--- src/rtl/atm_multi_account_ctrl.sv ---
// ATM session controller: N accounts with balances, PIN check with lockout,
// balance/deposit/withdraw operations, saturating deposits and inactivity timeout.
//
// state    | meaning
// IDLE     | no session, waiting for a card
// WAIT_PIN | card accepted, waiting for a PIN entry
// MENU     | authenticated, waiting for an operation
// DEP_WAIT | deposit selected, waiting for the cash unit
// OP_DONE  | operation finished, waiting for another/eject
// EJECT    | session over, waiting for the card to be removed
module atm_multi_account_ctrl #(
  parameter int          NUM_ACCOUNTS = 4,
  parameter int          PIN_W        = 4,
  parameter int          PIN_BASE     = 10,
  parameter int          AMT_W        = 7,
  parameter int          BAL_W        = 32,
  parameter int unsigned INIT_BAL     = 1000,
  parameter int          MAX_TRIES    = 3,
  parameter int          TIMEOUT_CYC  = 1000,
  localparam int         AID_W        = $clog2(NUM_ACCOUNTS)
) (
  input  logic             clk,
  input  logic             reset,
  input  logic             cardIn,
  input  logic [AID_W-1:0] account_id,
  input  logic [PIN_W-1:0] password,
  input  logic             pin_valid,
  input  logic [1:0]       opCode,
  input  logic             op_valid,
  input  logic [AMT_W-1:0] inputAmount,
  input  logic             moneyDeposited,
  input  logic             Another_Operation,
  input  logic             ejectCard,
  output logic             correctPassword,
  output logic             Balance_Shown,
  output logic             Deposited_Successfully,
  output logic             Withdrawed_Successfully,
  output logic             Insufficient_Funds,
  output logic             Card_Locked,
  output logic             ATM_Usage_Finished,
  output logic [BAL_W-1:0] Current_Balance
);

  typedef enum logic [2:0] {
    S_IDLE, S_WAIT_PIN, S_MENU, S_DEP_WAIT, S_OP_DONE, S_EJECT
  } state_t;

  localparam int TRY_W = $clog2(MAX_TRIES + 1);
  localparam int TMR_W = $clog2(TIMEOUT_CYC + 1);
  localparam logic [TMR_W-1:0] TMR_LOAD  = TMR_W'(TIMEOUT_CYC - 1);
  localparam logic [TRY_W-1:0] TRY_LAST  = TRY_W'(MAX_TRIES - 1);
  localparam logic [BAL_W-1:0] INIT_BAL_V = BAL_W'(INIT_BAL);

  state_t                  state_q;
  logic [AID_W-1:0]        acct_q;
  logic [TRY_W-1:0]        tries_q;
  logic [TMR_W-1:0]        tmr_q;
  logic [AMT_W-1:0]        amt_q;
  logic [NUM_ACCOUNTS-1:0] locked_q;
  logic [BAL_W-1:0]        bal_q [NUM_ACCOUNTS];
  logic [BAL_W-1:0]        cur_bal_q;
  logic cp_q, shown_q, dep_ok_q, wd_ok_q, nsf_q, locked_pulse_q, fin_q;

  logic [BAL_W-1:0] bal_cur, amt_ext, amt_in_ext, dep_sat;
  logic [BAL_W:0]   dep_sum;
  logic [PIN_W-1:0] pin_exp;
  logic             active, strobe, force_eject;

  assign bal_cur    = bal_q[acct_q];
  assign amt_ext    = BAL_W'(amt_q);
  assign amt_in_ext = BAL_W'(inputAmount);
  assign dep_sum    = {1'b0, bal_cur} + {1'b0, amt_ext};
  assign dep_sat    = dep_sum[BAL_W] ? '1 : dep_sum[BAL_W-1:0];
  assign pin_exp    = PIN_W'(PIN_BASE + int'(acct_q));
  assign active     = (state_q inside {S_WAIT_PIN, S_MENU, S_DEP_WAIT, S_OP_DONE});

  always_comb begin
    strobe = 1'b0;
    unique case (state_q)
      S_WAIT_PIN: strobe = pin_valid;
      S_MENU:     strobe = op_valid;
      S_DEP_WAIT: strobe = moneyDeposited;
      S_OP_DONE:  strobe = Another_Operation;
      default:    strobe = 1'b0;
    endcase
  end

  // Abort beats every strobe; the timer only expires on a cycle with no strobe.
  assign force_eject = active & (ejectCard | ~cardIn | (~strobe & (tmr_q == '0)));

  always_ff @(posedge clk or negedge reset) begin
    if (!reset) begin
      state_q        <= S_IDLE;
      acct_q         <= '0;
      tries_q        <= '0;
      tmr_q          <= TMR_LOAD;
      amt_q          <= '0;
      locked_q       <= '0;
      cur_bal_q      <= '0;
      cp_q           <= 1'b0;
      shown_q        <= 1'b0;
      dep_ok_q       <= 1'b0;
      wd_ok_q        <= 1'b0;
      nsf_q          <= 1'b0;
      locked_pulse_q <= 1'b0;
      fin_q          <= 1'b0;
      for (int k = 0; k < NUM_ACCOUNTS; k++) bal_q[k] <= INIT_BAL_V;
    end else begin
      shown_q        <= 1'b0;
      dep_ok_q       <= 1'b0;
      wd_ok_q        <= 1'b0;
      nsf_q          <= 1'b0;
      locked_pulse_q <= 1'b0;
      fin_q          <= 1'b0;
      if (active) tmr_q <= strobe ? TMR_LOAD : tmr_q - TMR_W'(1);

      if (force_eject) begin
        state_q   <= S_EJECT;
        fin_q     <= 1'b1;
        cp_q      <= 1'b0;
        cur_bal_q <= '0;
      end else begin
        unique case (state_q)
          S_IDLE: begin
            cur_bal_q <= '0;
            if (cardIn) begin
              acct_q <= account_id;
              if (locked_q[account_id]) begin
                locked_pulse_q <= 1'b1;
                fin_q          <= 1'b1;
                state_q        <= S_EJECT;
              end else begin
                tries_q <= '0;
                tmr_q   <= TMR_LOAD;
                state_q <= S_WAIT_PIN;
              end
            end
          end
          S_WAIT_PIN: begin
            if (pin_valid) begin
              if (password == pin_exp) begin
                cp_q      <= 1'b1;
                cur_bal_q <= bal_cur;
                state_q   <= S_MENU;
              end else if (tries_q == TRY_LAST) begin
                locked_q[acct_q] <= 1'b1;
                locked_pulse_q   <= 1'b1;
                fin_q            <= 1'b1;
                state_q          <= S_EJECT;
              end else begin
                tries_q <= tries_q + TRY_W'(1);
              end
            end
          end
          S_MENU: begin
            if (op_valid) begin
              unique case (opCode)
                2'b00: begin
                  shown_q <= 1'b1;
                  state_q <= S_OP_DONE;
                end
                2'b01: begin
                  amt_q   <= inputAmount;
                  state_q <= S_DEP_WAIT;
                end
                2'b10: begin
                  if (amt_in_ext <= bal_cur) begin
                    bal_q[acct_q] <= bal_cur - amt_in_ext;
                    cur_bal_q     <= bal_cur - amt_in_ext;
                    wd_ok_q       <= 1'b1;
                  end else begin
                    nsf_q <= 1'b1;
                  end
                  state_q <= S_OP_DONE;
                end
                default: begin
                  fin_q     <= 1'b1;
                  cp_q      <= 1'b0;
                  cur_bal_q <= '0;
                  state_q   <= S_EJECT;
                end
              endcase
            end
          end
          S_DEP_WAIT: begin
            if (moneyDeposited) begin
              bal_q[acct_q] <= dep_sat;
              cur_bal_q     <= dep_sat;
              dep_ok_q      <= 1'b1;
              state_q       <= S_OP_DONE;
            end
          end
          S_OP_DONE: begin
            if (Another_Operation) state_q <= S_MENU;
          end
          default: begin
            if (!cardIn) state_q <= S_IDLE;
          end
        endcase
      end
    end
  end

  assign correctPassword         = cp_q;
  assign Balance_Shown           = shown_q;
  assign Deposited_Successfully  = dep_ok_q;
  assign Withdrawed_Successfully = wd_ok_q;
  assign Insufficient_Funds      = nsf_q;
  assign Card_Locked             = locked_pulse_q;
  assign ATM_Usage_Finished      = fin_q;
  assign Current_Balance         = cur_bal_q;

endmodule

--- config.mk ---
export PLATFORM = sky130hd
export DESIGN_NAME = atm_multi_account_ctrl
export DESIGN_NICKNAME = d
export VERILOG_FILES = /design/src/rtl/atm_multi_account_ctrl.sv
export SDC_FILE = /design/constraint.sdc
export NUM_CORES = 1
export LEC_CHECK = 0
export ABC_CLOCK_PERIOD_IN_PS = 6230
export BUFFER_PORTS_ARGS = -buffer_cell sky130_fd_sc_hd__buf_2
export CORE_ASPECT_RATIO = 1.4
export CORE_MARGIN = 4
export CORE_UTILIZATION = 60
export DETAILED_ROUTE_END_ITERATION = 10
export PLACE_DENSITY_LB_ADDON = 0.12
export SYNTH_ARGS = -nofsm -noshare
export SYNTH_HDL_FRONTEND = slang
export SYNTH_SLANG_ARGS = --single-unit
--- constraint.sdc ---
create_clock -name clk -period 6.23 [get_ports clk]
set_input_delay 0.623 -clock clk [delete_from_list [all_inputs] [get_ports clk]]
set_output_delay 0.623 -clock clk [all_outputs]
set_load 0.005 [all_outputs]
Word-level counts from Yosys, hierarchy flattened
Index checks and enable logic that the tools add are counted.
W data, S select, Z words.
{ "word_totals": {"input_bits": 23, "reg_bits": 195, "wordCells": 172} }
{ "classes": {"addsub": 5, "magnitude_cmp": 6, "bitwise_logic": 10, "n_reduce_logical": 21, "eq_ne": 28, "muxes": 84} }
{ "ops": {"columns": ["cell", "count"], "rows": [
  ["$mux W128", 4],
  ["$mux W32", 10],
  ["$bwmux W128", 2],
  ["$pmux W128 S2", 1],
  ["$pmux W32 S4", 1],
  ["$bmux W32 S2", 1],
  ["$demux W32 S2", 1],
  ["$pmux W32 S2", 1],
  ["$mux W10", 6],
  ["$add A32 B7 Y33", 1],
  ["$mux W1", 33],
  ["$le A7 B32 Y1", 1],
  ["$sub A32 B7 Y32", 1],
  ["$mux W3", 10],
  ["$ne A3 B3 Y1 const B", 7],
  ["$reduce_and A7 Y1", 3],
  ["$pmux W3 S5", 1],
  ["$ne A2 B2 Y1 const B", 7],
  ["$logic_not A10 Y1", 1],
  ["$mux W2", 5],
  ["$reduce_and A5 Y1", 2],
  ["$sub A10 B1 Y10 const B", 1],
  ["$ne A7 B1 Y1 const B", 1],
  ["$eq A3 B2 Y1 const B", 2],
  ["39 further kinds", 51]
]} }

Depth between registers and ports, before layout
Gate-level depths: netlist (run 1).
{ "logic_depth": {"ltp_word": 10, "depth_mapped": 18, "depth_no_buf": 12} }

Worst setup path after synthesis (run 1)
OpenSTA, ideal clock, no wires.
{ "synth_timing": {"path_type": "reg-to-reg", "start": "register acct_q[0]", "end": "register bal_q[116] (netlist name)", "path_stages_with_launch": 15, "synth_period_minus_slack_ps": 4581, "required_ps": 6105, "slack_ps": 1649, "arrival_time_ps": 4457, "setup_time_ps": 125, "n_path_buf": 5, "path_cell_list": "dfrtp_1 buf_6 buf_4 buf_4 buf_1 mux4_2 ha_1 a21o_1 or2_2 clkbuf_1 or4_4 or4_1 xor2_1 a22oi_2 mux2_2"} }
{ "synth_between": {"elab_chain_cells": 10, "elab_cells_between_ends": 22} }
{ "synth_lines": {"columns": ["element", "line", "source"], "rows": [
  ["from (decl)", "55", "logic [AID_W-1:0] acct_q;"],
  ["from (signal assigned)", "127", "acct_q <= account_id;"],
  ["$not A2 Y3 (not written as such) (*)", "69, 168, 187", null],
  ["$bmux W32 S2, or another cell as far along", "69", "assign bal_cur = bal_q[acct_q];"],
  ["$mux W32 (not written as such) / $logic_and A1 B1 Y1 (equally long branches)", "69, 168, 187", null],
  ["$mux W32, on equally long branches", "69, 168, 187", null],
  ["$sub A32 B7 Y32 / $demux W32 S2 (equally long branches)", "168, 187", null],
  ["$bwmux W128", "168", "bal_q[acct_q] <= bal_cur - amt_in_ext;"],
  ["$mux W128", "167", "if (amt_in_ext <= bal_cur) begin"],
  ["$mux W128", "157", "unique case (opCode)"],
  ["$mux W128", "156", "if (op_valid) begin"],
  ["$pmux W128 S2", "123", "unique case (state_q)"],
  ["to (signal, indexed assignment)", "168", null],
  ["to (signal, indexed assignment)", "187", "bal_q[acct_q] <= dep_sat;"],
  ["to (decl)", "60", "logic [BAL_W-1:0] bal_q [NUM_ACCOUNTS];"]
]} }
Every way passes the cells marked *; elsewhere a longest branch is shown, timed or not. The select of a mux whose other input is x is not followed.
A chain may end at the register's enable or synchronous reset.

Worst setup path after layout (run 1)
{ "layout_timing": {"start": "register acct_q[1]", "end": "register cur_bal_q[27], in the netlist Current_Balance[27]"} }
{ "layout_between": {"elab_chain_cells": 10, "elab_cells_between_ends": 21} }
{ "layout_lines": {"columns": ["element", "line", "source"], "rows": [
  ["$not A2 Y3 (not written as such)", "69", null],
  ["$bmux W32 S2", "69", null],
  ["$mux W32 (not written as such) (2 in series)", "69", null],
  ["$sub A32 B7 Y32", "169", "cur_bal_q <= bal_cur - amt_in_ext;"],
  ["$mux W32", "167", null],
  ["$pmux W32 S2", "157", null],
  ["$mux W32", "156", null],
  ["$pmux W32 S4", "123", null],
  ["$mux W32", "117", "if (force_eject) begin"],
  ["to (signal assigned)", "143", "cur_bal_q <= bal_cur;"],
  ["to (signal assigned)", "169", null],
  ["to (signal assigned)", "188", "cur_bal_q <= dep_sat;"],
  ["to (decl)", "61", "logic [BAL_W-1:0] cur_bal_q;"]
]} }
Parallel ways exist; a longest one is shown, timed or not. The select of a mux whose other input is x is not followed.

==> results.toml, run 1 <==
[outcome]
outcome = "finished, final reports clean"

[global_route]
grt_pass1_vias = 8764
grt_max_degree = 78
antenna_found_initial = 0
grt_pass1_wl_um = 48400
globalRouteTotalUtil_pct = 28.77
grt_overflow = 0

[worst_setup_path]
cpMostUsedCell = "nor2_1"
cp_top_family = "simple AND/OR/NAND/NOR gates"
reg2reg_depth = 13
cp_data_arrival_time_ns = 5.17
critPathKind = "reg -> reg"
slowest_stage = "dfrtp_1"
setup.worst_path.start_class = "flip-flop"
r2r-start = "acct_q[1]$_DFFE_PN0P_"
crit_path_max_incr_delay_ns = 1.14
crit_chain = "mux4_2, inv_1, ha_1, fa_1, nor2b_1, o21bai_1, a21oi_1, nor4_4, buf_4, nand3_1, nor2_1, nor2_1, a221o_1"
crit_fanout = 26
worstSetupEndpointType = "flip-flop"
reg2reg_slack_ns = 1.43
path_buf_inv = 2
worstPathRequired_ns = 6.59
regToRegEndpoint = "Current_Balance[27]$_DFFE_PN0P_"

[floorplan]
die_h_um = 171.2
io_pins = 62
floorplan.initialDensity_pct = 61.11
coreArea_um2 = 18680
die_x_um = 124.6
dieArea_um2 = 21320
fp-row-count = 59

[synthesis]
ys_ff_latch = 195
synth_commonest_cells = "dfrtp_1, mux2_2, nand2_1"
synth_top_area_share_pct = 35.74
synth_area_leaders = "dfrtp_1, mux2_2, dfstp_2, mux4_2, nand2_1"
synth.avg_cell_area_um2 = 10.64
ys.flop_type = "dfrtp_1"
syn_nets = 1115
ys_seq_area_share_pct = 43.10
netlist_area_um2 = 11410
yosysMostFrequentCell = "dfrtp_1"
async_flop_share_pct = 100.0
syn_inst = 1073
synth_edf_count = 0
ys_types = 73
synth_top_area_cell = "dfrtp_1"
yosysWarningCount = 0

[drt]
wire_per_inst_um = 22.18
ant_nets = 0
drt_pass1_iterations = 6
via_per_inst = 6.487
vias = 8810
drt_iter0_markers = 827
totalWireLength_um = 30110
drcViolationCount = 0

[layout]
diodes = 0
final_net_count = 1143
final.fill_count = 1483
syn_to_final_growth_pct = 9.856
drive_gt1_share_pct = 27.29

[cts]
clk_pin_slew_ns = 0.08
cts_resized = 0
cts_buffers = 17
post-cts-setup-buffer-count = 0
clock_latency_ns = 0.44
root_buffer = "clkbuf_16"
cts_tree = "built"
cts_sinks = 195
cts_htree_levels = 4
clk_path_buf_depth = 2
cts_hold_buf = 0

[sta]
maxSlewHeadroom_pct = 20.12
timing.fmax_mhz = 208.1
worst_pin_slew_ns = 1.198
setup_violations = 0
finalClockSkew_ns = 0.01569
period_minus_slack_ns = 4.804
finalHoldViolCount = 0
drv_slew = 0
fin_crit_sh_pct = 77.12
setup_ws_ns = 1.426
rsz0062_at_grt = "false"
final.setup.tns_ns = 0

[placed_design]
dpl_worst_slack_ns = 1.480
routabilityCongestion = 0.9677
port_buffers = 61
dp_hpwl_um = 21270

[pwr]
peakVddDrop_uv = 261.2
p_leak_nw = 5.587
cellPowerDensity_nw_per_um2 = 529.1

[flow_run]
cap_violations = 0

[min_path]
hp-class = "in -> async"
## metrics by stage
stage / area, µm² / hold WS, ns / util, % / total power [mW] / cells
finish: 12540 / 0.1296 / 67.13 / 6.634 / 1358
global route: 12540 / 0.1487 / 67.13 / 7.056 / 1358
CTS: 12540 / 0.1390 / 67.13 / 6.612 / 1358
detailed placement: 11900 / 0.4599 / 63.73 / 5.444 / 1326
global placement: 11900 / 0.4514 / 63.73 / 5.379 / 1326
floorplan: 11410 / 0.3274 / - / 4.514 / 1073
## placed cells by master (no fill, tap or decap), types with 8 or more instances in the layout
master	count
a211oi_1	12
a21o_1	16
a21oi_1	49
a221oi_1	9
a22o_1	9
and3_1	8
buf_2	60
buf_4	18
clkbuf_16	17
dfrtp_1	162
dfstp_2	32
ha_1	17
inv_1	22
mux2_1	12
mux2_2	102
mux4_2	32
nand2_1	102
nand2b_1	8
nand3_1	23
nand4_1	12
nor2_1	46
nor3_1	37
nor4_1	8
o211ai_1	10
o21ai_0	73
o31ai_1	8
xnor2_1	40
xor2_1	21
## logic make-up after synthesis
family | count (synthesis) | synth area share [%]
compound gates | 248 | 14.19
simple gates | 305 | 13.90
buf+inv | 93 | 3.683
fa+ha+maj | 19 | 2.214
mux | 152 | 18.23
flops | 195 | 43.10
xor+xnor | 61 | 4.681
## report_power, final
group | internal (mW) | total [mW] | switching, mW
logic | 1.42 | 3.57 | 2.15
clock network | 0.587 | 1.14 | 0.554
registers | 1.64 | 1.93 | 0.287
## state kept, by name, summed over array words and instances (netlist names)
signal                   flops
correctPassword              1
Insufficient_Funds           1
amt_q                        7
Balance_Shown                1
Current_Balance             32
Deposited_Successfully       1
ATM_Usage_Finished           1
state_q                      3
acct_q                       2
tmr_q                       10
bal_q                      128
Card_Locked                  1
tries_q                      2
Withdrawed_Successfully      1
locked_q                     4
## how the worst max path moves through the flow
stage                                            to                  start  cells after the start
floorplan                    bal_q[116]$_DFFE_PN0P_  acct_q[0]$_DFFE_PN0P_                     14
global placement             bal_q[124]$_DFFE_PN0P_  acct_q[1]$_DFFE_PN0P_                     10
detailed placement           bal_q[113]$_DFFE_PN0P_  acct_q[1]$_DFFE_PN0P_                     10
CTS                          bal_q[110]$_DFFE_PN0P_  acct_q[1]$_DFFE_PN0P_                     10
global route                 bal_q[110]$_DFFE_PN0P_  acct_q[1]$_DFFE_PN0P_                     10
finish              Current_Balance[27]$_DFFE_PN0P_  acct_q[1]$_DFFE_PN0P_                     13
## worst register-to-register path: stages (launching register included)
cell and delay, ns:
dfrtp_1 1.14, mux4_2 0.45, inv_1 0.09, ha_1 0.20, fa_1 0.41, nor2b_1 0.17
o21bai_1 0.10, a21oi_1 0.40, nor4_4 0.08, buf_4 0.19, nand3_1 0.20, nor2_1 0.10
nor2_1 0.91, a221o_1 0.29
## routing by layer
metal  vias to the layer above  wire [µm]  GRT usage (%)
li1                       4035          -              -
met1                      4396      12520          37.51
met2                       303      14620          48.09
met3                        76       1505          3.604
met4                         0       1467          14.31
met5                         -          0              0
## layout make-up
type	instances	area, µm²	share of cell area, %
clock buffer	17	425.4	3.393
multi-input combinational	785	6125	48.85
clock inverter	15	210.2	1.676
sequential	195	4921	39.25
inverter	22	82.58	0.6586
timing repair buffer	80	469.2	3.742
tap	244	305.3	2.435
Note: power is estimated with default switching activity, not from simulation.
==> run 2: changes to the inputs <==
--- a/config.mk
+++ b/config.mk
@@ -5,11 +5,12 @@
 export SDC_FILE = /design/constraint.sdc
 export NUM_CORES = 1
 export LEC_CHECK = 0
-export ABC_CLOCK_PERIOD_IN_PS = 6230
+export ABC_AREA = 1
+export ABC_CLOCK_PERIOD_IN_PS = 4019
 export BUFFER_PORTS_ARGS = -buffer_cell sky130_fd_sc_hd__buf_2
 export CORE_ASPECT_RATIO = 1.4
 export CORE_MARGIN = 4
-export CORE_UTILIZATION = 60
+export CORE_UTILIZATION = 57
 export DETAILED_ROUTE_END_ITERATION = 10
 export PLACE_DENSITY_LB_ADDON = 0.12
 export SYNTH_ARGS = -nofsm -noshare
==> constraint.sdc (replaced) <==
create_clock -name clk -period 4.02 [get_ports clk]
set_input_delay 0.402 -clock clk [delete_from_list [all_inputs] [get_ports clk]]
set_output_delay 0.402 -clock clk [all_outputs]
set_load 0.005 [all_outputs]
==> run 2 against run 1 <==
Net effect:
- flip-flop and latch count stayed put
- sequential share of layout area is 3.6 points lower
- global-route usage is 5.6 points higher
- register-to-register slack worse by 1.0 ns
- setup slack worse by 1.0 ns
- routed wire length is 36% higher
- final cell count is 70% higher
- non-clock buffer count is 20 higher
- critical endpoint is now Current_Balance[15]$_DFFE_PN0P_
- largest power group unchanged
- highest routed layer unchanged
==> results.toml, run 2 <==
[drt]
drcViolationCount = 0
drt_iter0_markers = 1156
drt_pass1_iterations = 6
wire_per_inst_um = 17.73
ant_nets = 0
via_per_inst = 5.529
vias = 12800
totalWireLength_um = 41040

[worst_setup_path]
cp_num_cells = 17
worstPathRequired_ns = 4.35
cpMostUsedCell = "nand2_1"
crit_chain = "nand2_1, inv_1, buf_4, nand2_1, nand3_1, ha_1, a21oi_1, o21ai_0, a21oi_1, nand2_1, nor2_1, buf_4, nand2_1, nand3_1, nand3_1, nand2_1, nand2_1"
cp_data_arrival_time_ns = 3.94
path_buf_inv = 3
setup.worst_path.start_class = "flip-flop"
slowest_stage = "dfrtp_2"
reg2reg_depth = 17
cp_top_family = "simple AND/OR/NAND/NOR gates"
worstSetupEndpointType = "flip-flop"
crit_fanout = 7
crit_path_max_incr_delay_ns = 0.46
critPathKind = "reg -> reg"

[synthesis]
synth_edf_count = 0
yosysMostFrequentCell = "nand2_1"
synth_compound_area_share_pct = 3.782
synth_area_leaders = "dfrtp_1, nand2_1, nand3_1, dfstp_2, nor2_1"
synthAdderAreaFrac_pct = 2.016
yosysWarningCount = 0
ys_types = 39
synth_top_area_cell = "dfrtp_1"
synth_top_area_share_pct = 32.53
synth.avg_cell_area_um2 = 6.391
syn_inst = 1962
syn_nets = 2004
synth-xor-area-share_pct = 1.327
synth_commonest_cells = "nand2_1, nand3_1, dfrtp_1"
synthMuxAreaShare_pct = 0.08980
netlist_area_um2 = 12540
ys_ff_latch = 195
ys.flop_type = "dfrtp_1"
synth_top_family_by_area = "simple AND/OR/NAND/NOR gates"
async_flop_share_pct = 100.0
yosys.area_share.simple_pct = 46.64
ys_seq_area_share_pct = 39.23

[cts]
cts_sinks = 195
cts_hold_buf = 0
cts_buffers = 17
cts_htree_levels = 4
clock_latency_ns = 0.45
clk_pin_slew_ns = 0.08
root_buffer = "clkbuf_16"
clk_path_buf_depth = 2
cts_tree = "built"
post-cts-setup-buffer-count = 0

[sta]
fin_crit_sh_pct = 89.69
worst_pin_slew_ns = 0.9090
finalHoldViolCount = 0
finalClockSkew_ns = 0.009106
period_minus_slack_ns = 3.606
drv_slew = 0
timing.fmax_mhz = 277.3
setup_violations = 0
rsz0062_at_grt = "false"
final.setup.tns_ns = 0
whs_ns = 0.06198
maxSlewHeadroom_pct = 39.40

[layout]
largest_reg_flops = 128
final_common_cell = "nand2_1"
post-route-util_pct = 64.38
final_net_count = 2051
syn_to_final_growth_pct = 10.08
diodes = 0
regMostFlops = "bal_q"
drive_gt1_share_pct = 9.842
final_cell_area_um2 = 13800
mostFrequentLayoutCells = "nand2_1, nand3_1, dfrtp_1, nor2_1, inv_1"

[floorplan]
die_h_um = 183.5
fp-row-count = 63
floorplan.initialDensity_pct = 58.49
die_x_um = 133.4
io_pins = 62
dieArea_um2 = 24470
coreArea_um2 = 21440

[placed_design]
dp_hpwl_um = 28810
port_buffers = 61
routabilityCongestion = 1.009
place_area_um2 = 13180

[global_route]
antenna_found_initial = 0
grt_overflow = 0
grt_max_degree = 111
grt_pass1_vias = 12290
globalRouteTotalUtil_pct = 34.35
grt_pass1_wl_um = 66010

[pwr]
peakVddDrop_uv = 642.6
p_leak_nw = 7.597
cellPowerDensity_nw_per_um2 = 924.4

[flow_run]
cap_violations = 0

[outcome]
outcome = "finished, final reports clean"

[min_path]
hp-class = "in -> async"
==> run 2: cell count changes after synthesis, moves of 32 or more <==
cell	previous run	this run
a21oi_1	49	15
inv_1	22	116
mux2_2	102	1
mux4_2	32	0
nand2_1	102	1034
nand3_1	23	210
nor2_1	47	153
xnor2_1	40	3
==> run 2: cell families (layout without fill, tap and decap cells) <==
family,count (synthesis),count (layout)
buffers and inverters,195,255
and+or+nand+nor,1449,1449
xor gates and xnor gates,19,19
muxes,1,1
AOI/OAI and AO/OA,84,84
DFF,195,195
adders and majority gates,19,19
==> run 2: per-stage QoR <==
step | std cells | setup WS [ns] | power, mW
2_1_floorplan | 1962 | 0.5922 | 8.539
3_5_place_dp | 2282 | 0.3372 | 10.77
3_3_place_gp | 2282 | 0.4966 | 10.64
6_report | 2314 | 0.4143 | 12.76
4_1_cts | 2314 | 0.2897 | 12.65
5_1_grt | 2314 | 0.1482 | 13.89
==> run 2: final timing paths <==
check	start	endpoint	slack, ns
setup / recovery	acct_q[1]$_DFFE_PN0P_	Current_Balance[15]$_DFFE_PN0P_	0.41
hold / removal	reset	bal_q[122]$_DFFE_PN0P_	0.06
setup reg to reg	acct_q[1]$_DFFE_PN0P_	Current_Balance[15]$_DFFE_PN0P_	0.41
hold reg to reg	bal_q[38]$_DFFE_PN1P_	bal_q[38]$_DFFE_PN1P_	0.47
max in group asynchronous	reset	bal_q[37]$_DFFE_PN1P_	2.96
min in group clk	opCode[1]	Balance_Shown$_DFF_PN0_	0.17
==> run 2: cell type report <==
| cell class | count | area, µm² |
|---|---|---|
| multi-input cells | 1572 | 6765 |
| fillers | 2038 | 7637 |
| clock inverters | 10 | 145.1 |
| well taps | 292 | 365.4 |
| flip-flops and latches | 195 | 4922 |
| inverters | 123 | 461.7 |
| clock buffers | 22 | 474.2 |
| repair buffers | 100 | 669.4 |
==> run 2: worst reg2reg max path: cells and delay by family, from the launching register on <==
kind	cells	cell delay, ns
simple gates	10	1.31
compound gates	3	0.90
flops	1	0.46
buf+inv	3	0.42
fa+ha+maj	1	0.39
==> run 2: where the power goes <==
group	internal [mW]	switching, mW	leakage (nW)
Clock	1.04	0.780	0.303
Combinational	2.11	5.47	4.94
Sequential	2.85	0.514	2.36
Total	6.00	6.76	7.60
==> run 2: layer usage <==
layer / up-vias / share of wire, % / track usage, %
met3: 143 / 6.5 / 5.476
met5: - / 0 / 0
met4: 0 / 5.3 / 18.11
met1: 5906 / 41 / 44.06
li1: 6220 / - / -
met2: 526 / 48 / 56.27
==> run 2: timing repair <==
item,in CTS,in global routing
endpoints found under the setup margin,0,18
endpoints found under the hold margin,0,0
resized for setup,0,1
==> run 3: changes to the inputs <==
--- a/config.mk
+++ b/config.mk
@@ -12,7 +12,7 @@
 export CORE_MARGIN = 4
 export CORE_UTILIZATION = 57
 export DETAILED_ROUTE_END_ITERATION = 10
-export PLACE_DENSITY_LB_ADDON = 0.12
+export PLACE_DENSITY_LB_ADDON = 0.08
 export SYNTH_ARGS = -nofsm -noshare
 export SYNTH_HDL_FRONTEND = slang
 export SYNTH_SLANG_ARGS = --single-unit
==> run 3 against run 2 <==
Net effect:
- the run now ends with hold timing left
- routed wire length shrank 0.34%
- sequential share of layout area rose by 0.19 points
- via count down 0.45%
- setup slack gained 0.0032 ns
- register-to-register slack hardly changed
- worst hold slack lost 0.083 ns
- clock skew hardly changed
- largest cell class unchanged
==> results.toml, run 3 (synthesis gave the netlist of run 2 again) <==
[outcome]
outcome = "finished, violations left"
violations = "hold timing"

[drt]
vias = 12740
drcViolationCount = 0
via_per_inst = 5.512
wire_per_inst_um = 17.70
drt_pass1_iterations = 7
drt_iter0_markers = 1167
totalWireLength_um = 40900
ant_nets = 0

[sta]
drv_slew = 0
period_minus_slack_ns = 3.603
setup_violations = 0
finalHoldViolCount = 6
fin_crit_sh_pct = 89.62
maxSlewHeadroom_pct = 50.20
rsz0062_at_grt = "false"
timing.fmax_mhz = 277.6
worst_pin_slew_ns = 0.7471
final.setup.tns_ns = 0
finalClockSkew_ns = 0.008961
whs_ns = -0.02110

[placed_design]
dp.cells = 2277
routabilityCongestion = 1.007
port_buffers = 61
dp_hpwl_um = 28310
place_area_um2 = 13150

[floorplan]
die_x_um = 133.4
floorplan.initialDensity_pct = 58.49
fp-row-count = 63
coreArea_um2 = 21440
die_h_um = 183.5
dieArea_um2 = 24470
io_pins = 62

[global_route]
grt_pass1_vias = 12340
grt_overflow = 0
grt_max_degree = 88
globalRouteTotalUtil_pct = 34.21
antenna_found_initial = 0
grt_pass1_wl_um = 65560

[cts]
cts_hold_buf = 0
cts_buffers = 17
cts_htree_levels = 4
clock_latency_ns = 0.46
cts_tree = "built"
cts_sinks = 195
post-cts-setup-buffer-count = 0
root_buffer = "clkbuf_16"
clk_path_buf_depth = 2
cts_resized = 0
clk_pin_slew_ns = 0.07

[flow_run]
cap_violations = 0

[worst_setup_path]
critPathKind = "reg -> reg"
crit_path_max_incr_delay_ns = 0.50
cpMostUsedCell = "nand2_1"
crit_chain = "nor2_2, a22oi_1, nand3_1, inv_1, ha_1, fa_1, inv_1, nand3_1, nand2_1, nand4_1, nand2_1, nor2_4, nand3_1, nand3_2, nor2_2, buf_4, nand2_1, nand2_1"
crit_fanout = 32
worstPathRequired_ns = 4.41
cp_data_arrival_time_ns = 3.99
setup.worst_path.start_class = "flip-flop"
slowest_stage = "dfrtp_2"
worstSetupEndpointType = "flip-flop"

[layout]
drive_gt1_share_pct = 9.717
syn_to_final_growth_pct = 9.509
mostFrequentLayoutCells = "nand2_1, nand3_1, dfrtp_1, nor2_1, inv_1"
final_cells = 2311
final_common_cell = "nand2_1"
final_net_count = 2046
final_cell_area_um2 = 13730
largest_reg_flops = 128
final.fill_count = 2099
regMostFlops = "bal_q"

[min_path]
hp-class = "in -> async"

[pwr]
p_leak_nw = 7.550
cellPowerDensity_nw_per_um2 = 919.0
peakVddDrop_uv = 551.4
[run 3: cell types whose count changed in the layout (fill, tap and decap cells not counted), sizes merged]
cell	delta
buf	-5
clkbuf	-3
clkinv	+3
bufinv	-2
diode	+2
inv	+2
[run 3: cell type report]
cell class | count | area [µm²] | share of cell area [%]
Multi-Input combinational cell | 1572 | 6768 | 49.28
Antenna cell | 2 | 5.005 | 0.03645
Inverter | 123 | 461.7 | 3.362
Sequential cell | 195 | 4922 | 35.85
Timing Repair Buffer | 95 | 644.4 | 4.692
Clock inverter | 13 | 122.6 | 0.8929
Clock buffer | 19 | 442.9 | 3.226
Tap cell | 292 | 365.4 | 2.661
[run 3: worst max-delay path, delay by kind of cell (launching register included)]
kind,cells,cell delay [ns]
simple gates,12,1.70
buf+inv,3,0.60
fa+ha+maj,2,0.59
flops,1,0.50
compound gates,1,0.14
[run 3: through the flow]
stage               hold slack, ns  total power, mW  worst slack [ns]  util [%]
floorplan                   0.1064            8.539            0.5922         -
global placement            0.4422            10.68            0.4771     61.35
detailed placement          0.4446            10.79            0.3774     61.35
CTS                        0.03097            12.52            0.3306     63.99
global route               0.04737            13.74           0.06792     64.02
finish                    -0.02110            12.62            0.4175     64.05
[run 3: path summary, 6_finish.rpt]
path / startpoint / endpoint / slack [ns] / cells after the start
max: acct_q[0]$_DFFE_PN0P_ / bal_q[42]$_DFFE_PN0P_ / 0.42 / 18
min: reset / bal_q[121]$_DFFE_PN0P_ / -0.02 / 1
max reg2reg: acct_q[0]$_DFFE_PN0P_ / bal_q[42]$_DFFE_PN0P_ / 0.42 / 18
min reg2reg: locked_q[0]$_DFFE_PN0P_ / locked_q[0]$_DFFE_PN0P_ / 0.46 / 2
max in group asynchronous: reset / bal_q[103]$_DFFE_PN1P_ / 3.05 / 2
min in group clk: opCode[1] / Balance_Shown$_DFF_PN0_ / 0.16 / 2
[run 3: metal layers]
metal | GRT usage [%] | up-vias | wire length (µm)
li1 | - | 6196 | -
met1 | 43.16 | 5890 | 16360
met2 | 56.69 | 524 | 19660
met3 | 4.765 | 128 | 2722
met4 | 19.39 | 0 | 2148
met5 | 0 | - | 0
[run 3: report_power, final]
part,switching [mW],internal [mW]
registers,0.529,2.85
clock network,0.816,0.881
logic,5.45,2.09
